$ cat src/rtl/trigger_control_gen.sv
`default_nettype none
// +----------------------------------------------------------------------------+
// | trigger_control_gen : hysteresis level/edge trigger with holdoff and modes  |
// | Revision: 1.0                                                              |
// +----------------------------------------------------------------------------+
module trigger_control_gen #(
   parameter int DATA_W       = 8,
   parameter int HOLDOFF_W    = 16,
   parameter int AUTO_TIMEOUT = 200000,
   parameter int AUTO_W       = 18
) (
   input  logic                 clk_20M,
   input  logic                 rst,
   input  logic [DATA_W-1:0]    data,
   input  logic [DATA_W-1:0]    trigger_level,
   input  logic [DATA_W-1:0]    hysteresis,
   input  logic [1:0]           edge_sel,
   input  logic [1:0]           trig_mode,
   input  logic                 arm,
   input  logic [HOLDOFF_W-1:0] holdoff,
   output logic                 trigger_activation,
   output logic                 auto_fired,
   output logic                 armed,
   output logic                 level_above
);

   localparam logic [1:0] S_IDLE    = 2'd0;
   localparam logic [1:0] S_ARMED   = 2'd1;
   localparam logic [1:0] S_HOLDOFF = 2'd2;

   localparam logic [AUTO_W-1:0] C_AUTO_LAST = AUTO_W'(AUTO_TIMEOUT - 1);

   logic [DATA_W:0]     w_sum;
   logic [DATA_W-1:0]   w_upper;
   logic [DATA_W-1:0]   w_lower;
   logic                r_above;
   logic                r_above_d;
   logic                w_rise;
   logic                w_fall;
   logic                w_qual;
   logic                w_single;
   logic                w_auto;
   logic                w_timeout;

   logic [1:0]           r_state;
   logic [1:0]           w_next_state;
   logic [HOLDOFF_W-1:0] r_hold_cnt;
   logic [HOLDOFF_W-1:0] w_hold_next;
   logic [AUTO_W-1:0]    r_auto_cnt;
   logic [AUTO_W-1:0]    w_auto_next;
   logic                 w_fire;
   logic                 w_auto_fire;
   logic                 r_trig;
   logic                 r_auto_fired;

   // Thresholds clamp to the sample range instead of wrapping
   assign w_sum   = {1'b0, trigger_level} + {1'b0, hysteresis};
   assign w_upper = w_sum[DATA_W] ? {DATA_W{1'b1}} : w_sum[DATA_W-1:0];
   assign w_lower = (trigger_level > hysteresis) ? (trigger_level - hysteresis) : '0;

   always_ff @(posedge clk_20M) begin
      if (rst) begin
         r_above   <= 1'b0;
         r_above_d <= 1'b0;
      end else begin
         r_above_d <= r_above;
         if (!r_above && (data > w_upper))
            r_above <= 1'b1;
         else if (r_above && (data <= w_lower))
            r_above <= 1'b0;
      end
   end

   assign w_rise = r_above & ~r_above_d;
   assign w_fall = ~r_above & r_above_d;

   always_comb begin
      w_qual = w_rise;
      case (edge_sel)
         2'b01:   w_qual = w_fall;
         2'b10:   w_qual = w_rise | w_fall;
         default: w_qual = w_rise;
      endcase
   end

   assign w_single  = (trig_mode == 2'b10);
   assign w_auto    = (trig_mode == 2'b00);
   assign w_timeout = w_auto && (r_auto_cnt == C_AUTO_LAST);

   always_ff @(posedge clk_20M) begin
      if (rst) begin
         r_state      <= S_IDLE;
         r_hold_cnt   <= '0;
         r_auto_cnt   <= '0;
         r_trig       <= 1'b0;
         r_auto_fired <= 1'b0;
      end else begin
         r_state      <= w_next_state;
         r_hold_cnt   <= w_hold_next;
         r_auto_cnt   <= w_auto_next;
         r_trig       <= w_fire;
         r_auto_fired <= w_auto_fire;
      end
   end

   // Auto count defaults to zero so every entry to ARMED starts a fresh timeout
   always_comb begin
      w_next_state = r_state;
      w_hold_next  = r_hold_cnt;
      w_auto_next  = '0;
      w_fire       = 1'b0;
      w_auto_fire  = 1'b0;
      case (r_state)
         S_IDLE: begin
            if (!w_single || arm)
               w_next_state = S_ARMED;
         end
         S_ARMED: begin
            if (w_qual || w_timeout) begin
               w_fire      = 1'b1;
               w_auto_fire = !w_qual;
               w_hold_next = holdoff;
               if (holdoff == '0)
                  w_next_state = w_single ? S_IDLE : S_ARMED;
               else
                  w_next_state = S_HOLDOFF;
            end else if (w_auto) begin
               w_auto_next = r_auto_cnt + 1'b1;
            end
         end
         S_HOLDOFF: begin
            if (r_hold_cnt <= 1) begin
               w_hold_next  = '0;
               w_next_state = w_single ? S_IDLE : S_ARMED;
            end else begin
               w_hold_next = r_hold_cnt - 1'b1;
            end
         end
         default: w_next_state = S_IDLE;
      endcase
   end

   always_comb begin
      armed              = (r_state == S_ARMED);
      trigger_activation = r_trig;
      auto_fired         = r_auto_fired;
      level_above        = r_above;
   end

endmodule
`default_nettype wire

$ cat config.mk
export PLATFORM = sky130hd
export DESIGN_NAME = trigger_control_gen
export DESIGN_NICKNAME = d
export VERILOG_FILES = /design/src/rtl/trigger_control_gen.sv
export SDC_FILE = /design/constraint.sdc
export NUM_CORES = 1
export LEC_CHECK = 0
export CORE_UTILIZATION = 55
export DETAILED_ROUTE_END_ITERATION = 8
export MAX_ROUTING_LAYER = met4
export PLACE_DENSITY = 0.89
export SKIP_CTS_REPAIR_TIMING = 1
export SLEW_MARGIN = 20
export SYNTH_ARGS = -nofsm -noshare
export SYNTH_HDL_FRONTEND = slang
export SYNTH_SLANG_ARGS = --single-unit
$ cat constraint.sdc
create_clock -name clk_20M -period 4.42 [get_ports clk_20M]
set_input_delay 1.326 -clock clk_20M [delete_from_list [all_inputs] [get_ports clk_20M]]
set_output_delay 1.326 -clock clk_20M [all_outputs]
set_load 0.01 [all_outputs]
==> results.tsv <==
metric	value	unit
detail_route.drc_violations	0	
clkSinkCount	40	
num_rows	28	
final-hold-violation-count	0	
grt_pass1_vias	3227	
areaGrowthSynthToFinish	19.44	%
io_buffers	50	
p_leak	1.597	nW
layout.cell_area.non_filler	0.004036	mm2
antenna_violations_before_repair	0	
dp_cells	542	
drt_iter0_markers	125	
timing.critical_path.from_type	primary input	
timing.hold.worst.class	register to register	
dp_hpwl	6258	um
setup-violations-final	0	
crit_path_max_fanout	8	
antenna_left	0	
timing.max_slew.rel_slack	0.2815	
power-per-cell-area	301.6	mW/mm2
clock-skew-final	0.01118	ns
cts_buffers	5	
worstSetupPathType	primary input to register	
grt-ovfl-total	0	
drv.max_cap_violation_count	0	
worst_ep_arrival_time	4.38	ns
unrepaired_setup_endpoints_after_global_routing	no	
yosys_warnings	0	
final-max-slew-violation-count	0	
run_status	completed	
finalWeightedCongestion	0.9126	
synth_edf_count	0	
syn-mean-instance-area	7.952	um2
floorplan.die_area	0.006462	mm2
tritoncts	done	
wire_per_inst	14.70	um
place_area	0.003946	mm2
dominantRegCellSynth	dfxtp_1	
cts_root_buf	clkbuf_8	
worst_skew_pair.late_latency	0.29	ns
period_minus_ws_final	4.212	ns
netlist_instances	425	
max_slew.worst_pin.slew	1.078	ns
grt_max_degree	31	
synth.ff_latch_count	40	
diodes	0	
floorplan.die.height	80.39	um
route.detailed.vias_per_inst	6.009	
grt_use_total	0.2695	
cts.reportedPaths.clkPinSlew	0.07	ns
required_time_reported_for_the_critical_path_endpoint	4.58	ns
fillers	469	
wirelength	8086	um
core-area	0.005921	mm2
initial_core_util	0.5708	
drtPass1Iterations	5	
proportion_of_synthesized_chip_area_in_sequential_cells	0.2369	
design.final.nets	562	
async_flop_share	0	
layout_common_cells	nor2_1, clkdlybuf4s50_1, dfxtp_1, ha_1, inv_1	
mappedNetlistArea	0.003379	mm2
width_of_the_chip	80.39	um
filler_free_cell_count_of_the_finished_design	550	
synth_cell_type_count	59	
peakVddDrop	178.7	uV
final.period_utilization	0.9530	
num_vias	3305	
pin_count	51	
capturing_element_type_of_the_critical_path	register	
drive_above_1_share	0.05263	
cts_max_path_buffers	2	
postSynthNetCount	513	
cts_htree_levels	2	
grt_pass1_wl	13480	um
fmax	237.4	MHz
[sequential cells by signal, indices dropped and copies added, names as in the netlist]
name / count
r_above_d: 1
r_auto_cnt: 18
level_above: 1
r_state: 2
auto_fired: 1
trigger_activation: 1
r_hold_cnt: 16
[report_power, final]
| group | switching (mW) | internal (mW) | leakage (nW) |
|---|---|---|---|
| Sequential | 0.0344 | 0.386 | 0.324 |
| Combinational | 0.304 | 0.244 | 1.23 |
| Clock | 0.121 | 0.127 | 0.0455 |
| Total | 0.460 | 0.758 | 1.60 |
[layout make-up]
class | instances | area [um2] | share of cell area
Multi-Input combinational cell | 341 | 2394 | 0.5930
Sequential cell | 40 | 800.8 | 0.1984
Timing Repair Buffer | 56 | 545.5 | 0.1352
Inverter | 30 | 112.6 | 0.02790
Tap cell | 75 | 93.84 | 0.02325
Clock buffer | 8 | 90.09 | 0.02232
[critical path, cell delays in order]
cell and delay [ns]:
clkdlybuf4s50_1 0.48, inv_1 0.05, ha_1 0.21, fa_1 0.40, nand2b_1 0.18, a21oi_1 0.25, o31ai_1 0.13, a21oi_1 0.14
buf_4 0.16, nand2b_1 0.06, ha_1 0.28, nor2b_1 0.14, o21a_1 0.17, o21a_1 0.16, o21ai_0 0.14, o211ai_1 0.11
[path summary, 6_finish.rpt]
check / start / cells after the start / to / slack [ns]
max reg2reg: r_auto_cnt[0] / 6 / r_hold_cnt[15] / 2.01
min reg2reg: r_auto_cnt[0] / 1 / r_auto_cnt[0] / 0.46
min: r_auto_cnt[0] / 1 / r_auto_cnt[0] / 0.46
max: trigger_level[0] / 16 / level_above / 0.21
[stage by stage]
| stage | hold slack, ns | setup TNS (ns) | worst slack (ns) | power, mW | util |
|---|---|---|---|---|---|
| after floorplan | 0.4175 | 0 | 0.5384 | 0.8175 | - |
| after detailed placement | 0.4549 | -0.06972 | -0.06972 | 0.9653 | 0.6665 |
| after global placement | 0.4287 | 0 | 0.07273 | 0.9469 | 0.6665 |
| after CTS | 0.4644 | 0 | 0.2272 | 1.211 | 0.6817 |
| after global routing | 0.4930 | 0 | 0.03638 | 1.301 | 0.6817 |
| final | 0.4618 | 0 | 0.2075 | 1.217 | 0.6817 |
[Yosys cell counts, drive strengths merged, types with 2 or more instances]
library cell,n,share of area
a22oi,4,0.0089
nand2,30,0.036
a2111oi,3,0.0096
o22ai,6,0.011
o21a,2,0.0044
nand3,15,0.022
a21oi,29,0.044
or3,5,0.0093
nand3b,2,0.0044
nor2b,11,0.020
nand4,8,0.015
nor2,50,0.056
xnor2,11,0.029
nor4,9,0.030
a31oi,3,0.0056
or2,2,0.0037
clkbuf,7,0.0078
fa,2,0.012
o211ai,4,0.0089
nor3,15,0.024
ha,39,0.14
a32oi,5,0.013
nor3b,2,0.0044
nand2b,19,0.035
dfxtp,40,0.24
o21ai,13,0.019
and4b,5,0.015
a21o,5,0.011
xor2,13,0.034
nor4b,2,0.0096
a221oi,2,0.0052
a311oi,2,0.0070
and4,2,0.0052
buf,7,0.014
inv,30,0.033
o32ai,4,0.010
and2,2,0.0037
and3,2,0.0037
a211oi,3,0.0081
[cell families (layout without fill, tap and decap cells)]
kind of cell / count (synthesis) / count (layout) / synth area share
fa+ha+maj: 41 / 41 / 0.1562
simple gates: 182 / 182 / 0.2984
flops: 40 / 40 / 0.2369
mux: 1 / 1 / 0.002962
compound gates: 93 / 93 / 0.1884
xor+xnor: 24 / 24 / 0.06220
buf+inv: 44 / 94 / 0.05480
[metal layers]
metal | up-vias | track usage | wire, um
met4 | 0 | 0.1018 | 227
met2 | 106 | 0.4508 | 3843
li1 | 1621 | - | -
met5 | - | - | 0
met1 | 1551 | 0.3172 | 3602
met3 | 27 | 0.05455 | 412
Note: power is estimated with default switching activity, not from simulation.
